==> src/rtl/bus_uart_pkg.sv <==
// Shared definitions for the memory-mapped UART: register offsets, status bit
// positions and the serial state machine encodings.
package bus_uart_pkg;

    localparam logic [1:0] REG_DATA = 2'd0;
    localparam logic [1:0] REG_STAT = 2'd1;
    localparam logic [1:0] REG_DIVL = 2'd2;
    localparam logic [1:0] REG_DIVH = 2'd3;

    localparam int ST_TXFULL  = 0;
    localparam int ST_TXEMPTY = 1;
    localparam int ST_RXVALID = 2;
    localparam int ST_OVERRUN = 3;
    localparam int ST_TXBUSY  = 4;
    localparam int ST_FRERR   = 5;

    typedef enum logic [1:0] {
        TX_IDLE,
        TX_START,
        TX_DATA,
        TX_STOP
    } tx_state_t;

    typedef enum logic [1:0] {
        RX_IDLE,
        RX_START,
        RX_DATA,
        RX_STOP
    } rx_state_t;

endpackage

==> src/rtl/bus_uart_fifo.sv <==
// Small first-word-fall-through byte queue used for the UART transmit path.
// A push while full is only taken when a pop frees the slot on the same edge.
module byte_fifo #(
    parameter int DEPTH = 4
) (
    input  logic       clk,
    input  logic       rstb,
    input  logic       push,
    input  logic       pop,
    input  logic [7:0] wdata,
    output logic [7:0] rdata,
    output logic       full,
    output logic       empty
);

    localparam int AW = (DEPTH > 1) ? $clog2(DEPTH) : 1;

    logic [7:0]    mem [DEPTH];
    logic [AW-1:0] wr_ptr;
    logic [AW-1:0] rd_ptr;
    logic [AW:0]   count;
    logic          do_push;
    logic          do_pop;

    assign empty   = (count == '0);
    assign full    = (count == (AW+1)'(DEPTH));
    assign do_pop  = pop & ~empty;
    assign do_push = push & (~full | do_pop);
    assign rdata   = mem[rd_ptr];

    always_ff @(posedge clk or negedge rstb) begin
        if (!rstb) begin
            wr_ptr <= '0;
            rd_ptr <= '0;
            count  <= '0;
        end else begin
            if (do_push) wr_ptr <= wr_ptr + 1'b1;
            if (do_pop)  rd_ptr <= rd_ptr + 1'b1;
            case ({do_push, do_pop})
                2'b10:   count <= count + 1'b1;
                2'b01:   count <= count - 1'b1;
                default: ;
            endcase
        end
    end

    always_ff @(posedge clk) begin
        if (do_push) mem[wr_ptr] <= wdata;
    end

endmodule

==> src/rtl/bus_uart.sv <==
// 8N1 UART slave on the CPU byte bus: TX FIFO, single-byte RX holding register
// and a programmable baud divisor (bit period = div + 1 clocks).
module bus_uart
    import bus_uart_pkg::*;
#(
    parameter logic [15:0] BASE    = 16'h0110,
    parameter int          TXDEPTH = 4,
    parameter logic [15:0] DIV_RST = 16'd15
) (
    input  logic        clk,
    input  logic        rstb,
    input  logic        valid,
    input  logic        write,
    input  logic [15:0] addr,
    input  logic [7:0]  wdata,
    output logic [7:0]  rdata,
    output logic        ready,
    output logic        sel,
    output logic        txd,
    input  logic        rxd
);

    logic [15:0] offset_full;
    logic [1:0]  offset;
    logic        fire;
    logic        wr_data;
    logic        rd_data;
    logic        wr_stat;
    logic [15:0] div;
    logic [7:0]  status;

    logic        tx_full;
    logic        tx_empty;
    logic        tx_pop;
    logic [7:0]  fifo_dout;
    tx_state_t   tx_state;
    tx_state_t   tx_next;
    logic [15:0] tx_cnt;
    logic [15:0] tx_cnt_next;
    logic [7:0]  tx_shift;
    logic [7:0]  tx_shift_next;
    logic [2:0]  tx_bit;
    logic [2:0]  tx_bit_next;
    logic        tx_tick;

    logic        rx_s1;
    logic        rx_s2;
    logic        rx_prev;
    rx_state_t   rx_state;
    rx_state_t   rx_next;
    logic [15:0] rx_cnt;
    logic [15:0] rx_cnt_next;
    logic [7:0]  rx_shift;
    logic [7:0]  rx_shift_next;
    logic [2:0]  rx_bit;
    logic [2:0]  rx_bit_next;
    logic        rx_tick;
    logic        rx_done;
    logic        rx_ferr;
    logic [7:0]  rx_hold;
    logic        rx_valid;
    logic        overrun;
    logic        frame_err;

    // Subtracting BASE makes the window check immune to address wrap-around.
    assign offset_full = addr - BASE;
    assign sel         = (offset_full < 16'd4);
    assign offset      = offset_full[1:0];
    assign fire        = valid & sel & ~ready;
    assign wr_data     = fire & write & (offset == REG_DATA);
    assign rd_data     = fire & ~write & (offset == REG_DATA);
    assign wr_stat     = fire & write & (offset == REG_STAT);

    always_comb begin
        status              = '0;
        status[ST_TXFULL]   = tx_full;
        status[ST_TXEMPTY]  = tx_empty;
        status[ST_RXVALID]  = rx_valid;
        status[ST_OVERRUN]  = overrun;
        status[ST_TXBUSY]   = (tx_state != TX_IDLE) | ~tx_empty;
        status[ST_FRERR]    = frame_err;
    end

    always_ff @(posedge clk or negedge rstb) begin
        if (!rstb) begin
            ready <= 1'b0;
            rdata <= 8'h00;
            div   <= DIV_RST;
        end else begin
            if (fire)        ready <= 1'b1;
            else if (!valid) ready <= 1'b0;
            if (fire && !write) begin
                case (offset)
                    REG_DATA: rdata <= rx_valid ? rx_hold : 8'h00;
                    REG_STAT: rdata <= status;
                    REG_DIVL: rdata <= div[7:0];
                    default:  rdata <= div[15:8];
                endcase
            end
            if (fire && write && offset == REG_DIVL) div[7:0]  <= wdata;
            if (fire && write && offset == REG_DIVH) div[15:8] <= wdata;
        end
    end

    byte_fifo #(.DEPTH(TXDEPTH)) u_txfifo (
        .clk   (clk),
        .rstb  (rstb),
        .push  (wr_data),
        .pop   (tx_pop),
        .wdata (wdata),
        .rdata (fifo_dout),
        .full  (tx_full),
        .empty (tx_empty)
    );

    always_ff @(posedge clk or negedge rstb) begin
        if (!rstb) begin
            tx_state <= TX_IDLE;
            tx_cnt   <= '0;
            tx_shift <= '0;
            tx_bit   <= '0;
        end else begin
            tx_state <= tx_next;
            tx_cnt   <= tx_cnt_next;
            tx_shift <= tx_shift_next;
            tx_bit   <= tx_bit_next;
        end
    end

    // Every bit boundary reloads from div, so divisor writes apply at the next bit.
    always_comb begin
        tx_next       = tx_state;
        tx_tick       = (tx_cnt == 16'd0);
        tx_cnt_next   = tx_tick ? div : tx_cnt - 16'd1;
        tx_shift_next = tx_shift;
        tx_bit_next   = tx_bit;
        tx_pop        = 1'b0;
        case (tx_state)
            TX_IDLE: begin
                tx_cnt_next = div;
                if (!tx_empty) begin
                    tx_next       = TX_START;
                    tx_pop        = 1'b1;
                    tx_shift_next = fifo_dout;
                end
            end
            TX_START: begin
                if (tx_tick) begin
                    tx_next     = TX_DATA;
                    tx_bit_next = 3'd0;
                end
            end
            TX_DATA: begin
                if (tx_tick) begin
                    if (tx_bit == 3'd7) begin
                        tx_next = TX_STOP;
                    end else begin
                        tx_shift_next = {1'b0, tx_shift[7:1]};
                        tx_bit_next   = tx_bit + 3'd1;
                    end
                end
            end
            default: begin
                if (tx_tick) begin
                    if (!tx_empty) begin
                        tx_next       = TX_START;
                        tx_pop        = 1'b1;
                        tx_shift_next = fifo_dout;
                    end else begin
                        tx_next = TX_IDLE;
                    end
                end
            end
        endcase
    end

    assign txd = (tx_state == TX_START) ? 1'b0 :
                 (tx_state == TX_DATA)  ? tx_shift[0] : 1'b1;

    always_ff @(posedge clk or negedge rstb) begin
        if (!rstb) begin
            rx_s1    <= 1'b1;
            rx_s2    <= 1'b1;
            rx_prev  <= 1'b1;
            rx_state <= RX_IDLE;
            rx_cnt   <= '0;
            rx_shift <= '0;
            rx_bit   <= '0;
        end else begin
            rx_s1    <= rxd;
            rx_s2    <= rx_s1;
            rx_prev  <= rx_s2;
            rx_state <= rx_next;
            rx_cnt   <= rx_cnt_next;
            rx_shift <= rx_shift_next;
            rx_bit   <= rx_bit_next;
        end
    end

    // Start-bit check lands mid-bit; every later sample is one bit period on.
    always_comb begin
        rx_next       = rx_state;
        rx_tick       = (rx_cnt == 16'd0);
        rx_cnt_next   = rx_tick ? div : rx_cnt - 16'd1;
        rx_shift_next = rx_shift;
        rx_bit_next   = rx_bit;
        rx_done       = 1'b0;
        rx_ferr       = 1'b0;
        case (rx_state)
            RX_IDLE: begin
                rx_cnt_next = {1'b0, div[15:1]};
                if (rx_prev && !rx_s2) rx_next = RX_START;
            end
            RX_START: begin
                if (rx_tick) begin
                    if (rx_s2) begin
                        rx_next = RX_IDLE;
                    end else begin
                        rx_next     = RX_DATA;
                        rx_bit_next = 3'd0;
                    end
                end
            end
            RX_DATA: begin
                if (rx_tick) begin
                    rx_shift_next = {rx_s2, rx_shift[7:1]};
                    if (rx_bit == 3'd7) rx_next = RX_STOP;
                    else                rx_bit_next = rx_bit + 3'd1;
                end
            end
            default: begin
                if (rx_tick) begin
                    rx_next = RX_IDLE;
                    rx_done = rx_s2;
                    rx_ferr = ~rx_s2;
                end
            end
        endcase
    end

    // A DATA read on the completion edge frees the holding register in time.
    always_ff @(posedge clk or negedge rstb) begin
        if (!rstb) begin
            rx_hold   <= 8'h00;
            rx_valid  <= 1'b0;
            overrun   <= 1'b0;
            frame_err <= 1'b0;
        end else begin
            if ((wr_data && tx_full && !tx_pop) || (rx_done && rx_valid && !rd_data))
                overrun <= 1'b1;
            else if (wr_stat && wdata[ST_OVERRUN])
                overrun <= 1'b0;
            if (rx_ferr)
                frame_err <= 1'b1;
            else if (wr_stat && wdata[ST_FRERR])
                frame_err <= 1'b0;
            if (rx_done && (!rx_valid || rd_data)) begin
                rx_hold  <= rx_shift;
                rx_valid <= 1'b1;
            end else if (rd_data) begin
                rx_valid <= 1'b0;
            end
        end
    end

endmodule

==> config.mk <==
export PLATFORM = sky130hd
export DESIGN_NAME = bus_uart
export DESIGN_NICKNAME = d
export VERILOG_FILES = /design/src/rtl/bus_uart_pkg.sv /design/src/rtl/bus_uart_fifo.sv /design/src/rtl/bus_uart.sv
export SDC_FILE = /design/constraint.sdc
export NUM_CORES = 1
export LEC_CHECK = 0
export CORE_MARGIN = 4
export CORE_UTILIZATION = 43
export CTS_CLUSTER_DIAMETER = 40
export DETAILED_ROUTE_END_ITERATION = 16
export SLEW_MARGIN = 10
export SYNTH_ARGS = -nofsm -noshare
export SYNTH_HDL_FRONTEND = slang
export SYNTH_SLANG_ARGS = --single-unit
export TNS_END_PERCENT = 10
==> constraint.sdc <==
create_clock -name clk -period 4.8 [get_ports clk]
set_input_delay 0.96 -clock clk [delete_from_list [all_inputs] [get_ports clk]]
set_output_delay 0.96 -clock clk [all_outputs]
set_load 0.05 [all_outputs]
==> flow_summary.toml, run 1 <==
[setup_path]
crit_family = "buffers and inverters"
cp_num_buf_inv = 2
crit_chain = "clkdlybuf4s50_1 -> nor4b_1 -> and4_1 -> clkdlybuf4s50_1"
slowest_delay_ps = 850
critical_path_required_ps = 3840
crit_arrival_ps = 2860
cpMaxStageDelayCell = "clkdlybuf4s50_1"
start_kind = "input port"
critPathMaxFanout = 7
crit_path_frequent_cell = "clkdlybuf4s50_1"
critPathCaptureType = "output pin"
worst-setup-path-type = "in -> out"

[synthesis]
synth-compound-area-share = 0.0803
synth.area.top_cells = "dfrtp_1, edfxtp_1, mux2_2, mux4_2, ha_1"
netlist_instances = 541
ys_types = 62
syn_area_um2 = 6560
synth.area.mux_share = 0.145
synth_simple_gate_area_frac = 0.133
synth_top_area_frac = 0.370
async_flop_share = 0.765
synthAdderAreaFrac = 0.0336
synth_seq_area_share = 0.545
synth_top_area_cell = "dfrtp_1"
syn_avg_cell_area_um2 = 12.1
synthFlopType = "dfrtp_1"
synth_fp_nets = 587
synth_top_family_by_area = "multiplexers"
ys_ff_latch = 136
yosysWarnings = 0
synth_edf_count = 32
synth_xor_area_frac = 0.0361

[drt]
via_count = 4354
first_pass_iters = 4
drc = 0
ant_nets = 0
drt-initial-drc-count = 337
drt-total-wl_mm = 14.4
wl_per_cell_um = 18.5
via_per_inst = 5.61

[sta]
finalHoldViolCount = 0
period_share = 0.796
period_needed_ps = 3820
setup_viol = 0
max_freq_mhz = 262
tightest_slew_ps = 1030
slew_viol_final = 0
relSlewSlack = 0.314
final.setup.tns_ps = 0
rsz0062_at_grt = "false"
finalClockSkew_ps = 9.47

[cells_and_area]
fillers = 1303
drive_gt1_frac = 0.204
areaGrowthSynthToFinish_pct = 17.2
nets = 625
final_cells = 776
diodes = 0

[floorplan]
start_util = 0.444
dieHeight_um = 131
dieWidth_um = 131
rows = 44
core_area_um2 = 14800
die_area_um2 = 17300
ioPinCount = 40

[global_routing]
track_usage = 0.175
grt_pass1_wl_mm = 23.9
antenna_found_initial = 0
grt_overflow = 0
grt_pass1_vias = 4578
grt_max_degree = 79

[placement]
port_buffers = 39
place_hpwl_mm = 9.79
dpl.cell_count = 744
routabilityCongestion = 0.847

[flow_run]
maxCapViolCount = 0

[pwr]
p_leak_nw = 3.23
peakVddDrop_uv = 278
powerDensity_nw_per_um2 = 510

[clock_network]
clkTransAtPathRegs_ps = 50
root_buffer = "clkbuf_16"
cts.sink_count = 136
cts_buffers = 17
insertion_delay_ps = 420
cts_resized = 0
htree_levels = 4
ctsHoldBuffers = 0
post-cts-setup-buffers = 0
clockBufferDepth = 2
cts_tree = "yes"

[min_path]
min_path_type = "reg -> reg"

[run_status]
run_status = "completed"
==> cell usage in the layout, fill, tap and decap left out, types with 3 or more instances in the layout <==
master and n:
a211oi_1 3, a21oi_1 26, a221oi_1 4, a22o_1 4, a31oi_1 4, a32o_1 5, and2_1 8, and3_1 4
and4_1 3, buf_4 5, clkbuf_1 3, clkbuf_16 17, clkdlybuf4s50_1 38, clkinv_2 3, clkinv_4 4, dfrtp_1 97
dfstp_2 7, edfxtp_1 32, ha_1 16, inv_1 21, mux2_2 60, mux2i_1 7, mux4_2 9, nand2_1 24
nand3_1 4, nand3b_1 3, nand4_1 4, nor2_1 44, nor2b_1 6, nor3_1 30, nor3b_1 4, nor4_1 7
nor4b_1 3, o21a_1 3, o21ai_0 15, xnor2_1 15, xor2_1 12
==> worst paths after layout <==
check / cells past startpoint / to / slack [ps] / start
worst min-delay path: 0 / rx_s2 / 350 / rx_s1
worst max-delay path: 4 / sel / 980 / addr[6]
worst max register to register: 9 / u_txfifo.count[1] / 1510 / tx_cnt[6]
min in group asynchronous: 1 / tx_cnt[6] / 710 / rstb
max in group asynchronous: 2 / rx_s1 / 3070 / rstb
worst min register to register: 0 / rx_s2 / 350 / rx_s1
==> Yosys cell counts, types with 5 or more instances <==
cell and instances:
inv_1 21, a32o_1 5, nor4_1 7, clkbuf_1 19, nor2b_1 6, a21oi_1 26
mux4_2 9, dfstp_2 7, nor3_1 30, o21ai_0 15, nand2_1 24, ha_1 16
mux2_2 60, and2_1 8, nor2_1 45, edfxtp_1 32, xor2_1 12, dfrtp_1 97
xnor2_1 15, mux2i_1 7
==> stage by stage <==
step	hold slack (ps)	total power, mW	setup slack (ps)	util	instance area (µm²)
floorplan	345	2.40	1390	-	6560
detailed placement	350	2.68	962	0.482	7110
finish	349	3.92	978	0.521	7680
global placement	349	2.63	1000	0.482	7110
CTS	353	3.97	962	0.521	7680
global route	361	4.17	839	0.521	7680
==> final cells by class <==
cell class | instances | area, µm² | area share
clock inverters | 11 | 125 | 0.0163
inverters | 21 | 78.8 | 0.0103
well taps | 184 | 230 | 0.0300
clock buffers | 21 | 450 | 0.0586
multi-input cells | 360 | 2810 | 0.366
flip-flops and latches | 136 | 3570 | 0.465
repair buffers | 43 | 418 | 0.0544
==> where the power goes <==
| part | internal (mW) | switching (mW) | total [mW] |
|---|---|---|---|
| clock network | 0.778 | 0.486 | 1.26 |
| logic | 0.507 | 0.516 | 1.02 |
| registers | 1.40 | 0.233 | 1.63 |
==> cell families after synthesis <==
| logic type | count (synthesis) |
|---|---|
| adder cells (fa/ha/maj) | 17 |
| buffers and inverters | 45 |
| multiplexers | 76 |
| XOR/XNOR | 27 |
| flip-flops | 136 |
| AO/OA/AOI/OAI | 80 |
| AND/OR/NAND/NOR | 160 |
==> metal layers <==
metal  GRT usage  part of all wire  routed length (µm)
met2       0.281              0.49                7020
met4      0.0688             0.026                 370
met5           0                 0                   0
met1       0.225              0.44                6370
met3      0.0497             0.044                 631
==> registers in the layout, indices dropped and copies added (netlist names), 2 cells and up <==
signal	cells
u_txfifo.wr_ptr	2
rx_cnt	16
rx_bit	3
tx_shift	8
u_txfifo.count	3
tx_state	2
div	16
rx_shift	8
rx_hold	8
u_txfifo.rd_ptr	2
tx_bit	3
rx_state	2
tx_cnt	16
u_txfifo.mem	32
rdata	8
Power figures use the tool's default switching activity.
==> inputs of run 2 (changes only) <==
==> constraint.sdc (replaced) <==
create_clock -name clk -period 3.97 [get_ports clk]
set_input_delay 0.794 -clock clk [delete_from_list [all_inputs] [get_ports clk]]
set_output_delay 0.794 -clock clk [all_outputs]
set_load 0.05 [all_outputs]
==> flow_summary.toml, run 2 (synthesis gave the netlist of run 1 again) <==
[setup_path]
critical_path_required_ps = 3180
critPathMaxFanout = 7
critPathCaptureType = "output pin"
crit_arrival_ps = 2690
rrSetupSlack_ps = 860
worst-setup-path-type = "in -> out"
start_kind = "input port"

[drt]
ant_nets = 0
drc = 0
via_per_inst = 5.63
first_pass_iters = 4
drt-initial-drc-count = 455
wl_per_cell_um = 18.9
drt-total-wl_mm = 14.8
via_count = 4395

[global_routing]
grt_overflow = 0
grt_max_degree = 62
grt_pass1_wl_mm = 24.3
antenna_found_initial = 0
grt_pass1_vias = 4540
track_usage = 0.179

[floorplan]
dieHeight_um = 131
die_area_um2 = 17300
core_area_um2 = 14800
dieWidth_um = 131
rows = 44
ioPinCount = 40
start_util = 0.444

[cells_and_area]
final_cell_mix = "dfrtp_1, mux2_2, nor2_1, clkdlybuf4s50_1, edfxtp_1"
nets = 630
areaGrowthSynthToFinish_pct = 18.3
drive_gt1_frac = 0.210
largest_register_ffs = 32
final_area_um2 = 7760
diodes = 0
final_common_cell = "dfrtp_1"
top_register = "u_txfifo.mem"
fillers = 1258

[clock_network]
cts_resized = 0
root_buffer = "clkbuf_16"
clockBufferDepth = 2
clkTransAtPathRegs_ps = 50
cts_tree = "yes"
post-cts-setup-buffers = 0
insertion_delay_ps = 420
cts_buffers = 17
htree_levels = 4
ctsHoldBuffers = 0
cts.sink_count = 136

[min_path]
min_path_type = "reg -> reg"

[sta]
max_freq_mhz = 287
tightest_slew_ps = 828
setup_viol = 0
period_share = 0.878
finalHoldViolCount = 0
rsz0062_at_grt = "false"
period_needed_ps = 3480
slew_viol_final = 0
setup_ws_ps = 486
final.setup.tns_ps = 0
relSlewSlack = 0.446
finalClockSkew_ps = 7.82
whs_ps = 355

[placement]
routabilityCongestion = 0.829
place_ws_ps = 475
port_buffers = 39
post_dp_cell_area_um2 = 7150
place_hpwl_mm = 10.1

[run_status]
run_status = "completed"

[pwr]
p_leak_nw = 3.27
powerDensity_nw_per_um2 = 630
peakVddDrop_uv = 345

[flow_run]
maxCapViolCount = 0
run 2: power breakdown:
part	total, mW	switching, mW	internal (mW)
logic	1.27	0.639	0.628
registers	1.97	0.280	1.69
clock network	1.64	0.597	1.05
run 2: metal layers:
metal	wire, µm	GRT usage	vias to the layer above	share of wire
met3	640	0.0413	8	0.043
met1	6600	0.232	2229	0.45
met2	7450	0.298	90	0.50
met4	91	0.0607	0	0.0062
li1	-	-	2068	-
met5	0	0	-	0
run 2: path summary, 6_finish.rpt:
kind                       cells after the start                end       from
hold reg to reg                                0              rx_s2      rx_s1
min in group asynchronous                      1          tx_cnt[4]       rstb
setup reg to reg                              10  u_txfifo.count[2]  tx_cnt[6]
hold / removal                                 0              rx_s2      rx_s1
setup / recovery                               4                sel    addr[6]
max in group asynchronous                      2            rx_prev       rstb
run 2: cell type report:
| type | instances | area, µm² | area share |
|---|---|---|---|
| multi-input cells | 360 | 2810 | 0.362 |
| well taps | 184 | 230 | 0.0297 |
| inverters | 21 | 78.8 | 0.0102 |
| repair buffers | 48 | 455 | 0.0587 |
| clock inverters | 12 | 178 | 0.0229 |
| clock buffers | 19 | 433 | 0.0558 |
| flip-flops and latches | 136 | 3570 | 0.461 |
run 2: worst max-delay path: stages:
cell	delay, ps
clkdlybuf4s50_1	400
nor4b_1	290
and4_1	360
clkdlybuf4s50_1	850
run 2: per-stage QoR:
stage                     utilization  total power, mW  cells
final                           0.526             4.88    780
after global routing            0.526             5.18    780
after CTS                       0.526             4.93    780
after detailed placement        0.484             3.26    749
after global placement          0.484             3.19    749
after floorplan                     -             2.91    541
==> inputs of run 3 (changes only) <==
==> constraint.sdc (replaced) <==
create_clock -name clk -period 4.17 [get_ports clk]
set_input_delay 0.834 -clock clk [delete_from_list [all_inputs] [get_ports clk]]
set_output_delay 0.834 -clock clk [all_outputs]
set_load 0.05 [all_outputs]
==> flow_summary.toml, run 3 (synthesis gave the netlist of run 1 again) <==
[setup_path]
worst-setup-path-type = "in -> out"
critPathMaxFanout = 7
crit_cells = 4
ff2ff_path_depth = 9
critPathCaptureType = "output pin"
crit_arrival_ps = 2730
crit_chain = "clkdlybuf4s50_1 -> nor4b_1 -> and4_1 -> clkdlybuf4s50_1"
start_kind = "input port"
cp_num_buf_inv = 2
critical_path_required_ps = 3340
slowest_delay_ps = 850
crit_path_frequent_cell = "clkdlybuf4s50_1"
crit_family = "buffers and inverters"
cpMaxStageDelayCell = "clkdlybuf4s50_1"

[cells_and_area]
areaGrowthSynthToFinish_pct = 17.6
final_common_cell = "dfrtp_1"
largest_register_ffs = 32
multi_input_area_um2 = 2810
diodes = 0
post-route-util = 0.523
regArea_um2 = 3570
nets = 626
drive_gt1_frac = 0.207
fillers = 1264
final_cell_mix = "dfrtp_1, mux2_2, nor2_1, clkdlybuf4s50_1, edfxtp_1"
top_register = "u_txfifo.mem"

[drt]
drc = 0
drt-initial-drc-count = 194
drt-total-wl_mm = 14.3
via_count = 4300
ant_nets = 0
first_pass_iters = 7
wl_per_cell_um = 18.5
via_per_inst = 5.53

[sta]
rsz0062_at_grt = "false"
finalHoldViolCount = 0
slew_viol_final = 0
final.setup.tns_ps = 0
period_needed_ps = 3570
setup_ws_ps = 601
finalClockSkew_ps = 7.24
relSlewSlack = 0.413
whs_ps = 357
tightest_slew_ps = 874
max_freq_mhz = 280
setup_viol = 0
period_share = 0.856

[floorplan]
dieHeight_um = 131
dieWidth_um = 131
ioPinCount = 40
die_area_um2 = 17300
rows = 44
core_area_um2 = 14800
start_util = 0.444

[global_routing]
grt_overflow = 0
grt_use_met3 = 0.0390
antenna_found_initial = 0
use_met1 = 0.228
grt_pass1_vias = 4566
use_met2 = 0.289
grt_pass1_wl_mm = 24.0
grt_max_degree = 60
track_usage = 0.175
busiest_layer = "met2"

[placement]
place_hpwl_mm = 9.96
port_buffers = 39
routabilityCongestion = 0.818
place_ws_ps = 585

[pwr]
powerDensity_nw_per_um2 = 588
p_leak_nw = 3.25
peakVddDrop_uv = 294

[clock_network]
ctsHoldBuffers = 0
cts_buffers = 17
root_buffer = "clkbuf_16"
clockBufferDepth = 2
post-cts-setup-buffers = 0
insertion_delay_ps = 420
htree_levels = 4
cts.sink_count = 136
clkTransAtPathRegs_ps = 50
cts_tree = "yes"
cts_resized = 0

[min_path]
min_path_type = "reg -> reg"
min_delay_path_depth = 0

[run_status]
run_status = "completed"

[flow_run]
maxCapViolCount = 0
[run 3: area by class of cell]
| class | count | share of cell area |
|---|---|---|
| repair buffers | 44 | 0.0552 |
| multi-input cells | 360 | 0.365 |
| clock inverters | 10 | 0.0154 |
| inverters | 21 | 0.0102 |
| flip-flops and latches | 136 | 0.463 |
| clock buffers | 22 | 0.0615 |
| well taps | 184 | 0.0298 |
[run 3: per-stage QoR]
step                      cells  power, mW  area, µm²
after floorplan             541       2.77       6560
after global routing        777       4.82       7710
after global placement      745       3.03       7120
final                       777       4.54       7710
after CTS                   777       4.59       7710
after detailed placement    745       3.08       7120
[run 3: worst paths after layout]
| kind | startpoint | to | slack (ps) |
|---|---|---|---|
| min in group asynchronous | rstb | tx_cnt[8] | 490 |
| setup reg to reg | tx_cnt[6] | u_txfifo.count[1] | 890 |
| hold reg to reg | rx_s1 | rx_s2 | 360 |
| hold / removal | rx_s1 | rx_s2 | 360 |
| max in group asynchronous | rstb | rx_prev | 2800 |
| setup / recovery | addr[6] | sel | 600 |
[run 3: worst reg2reg max path, stage by stage (launching register included)]
cell     delay, ps
dfrtp_1        420
nor4_1         550
and4_1         540
mux2i_1        260
a21oi_1        460
inv_1           90
ha_1           220
inv_1           70
fa_1           400
o21ai_0        180
[run 3: report_power, final]
| group | switching [mW] | internal (mW) |
|---|---|---|
| logic | 0.593 | 0.583 |
| registers | 0.262 | 1.61 |
| clock network | 0.557 | 0.931 |
| total | 1.41 | 3.13 |
[run 3: per-layer routing]
metal  wire, µm  vias up  part of all wire
li1           -     2074                 -
met1       6460     2132              0.45
met2       7060       80              0.49
met3        606       14             0.042
met4        217        0             0.015
met5          0        -                 0
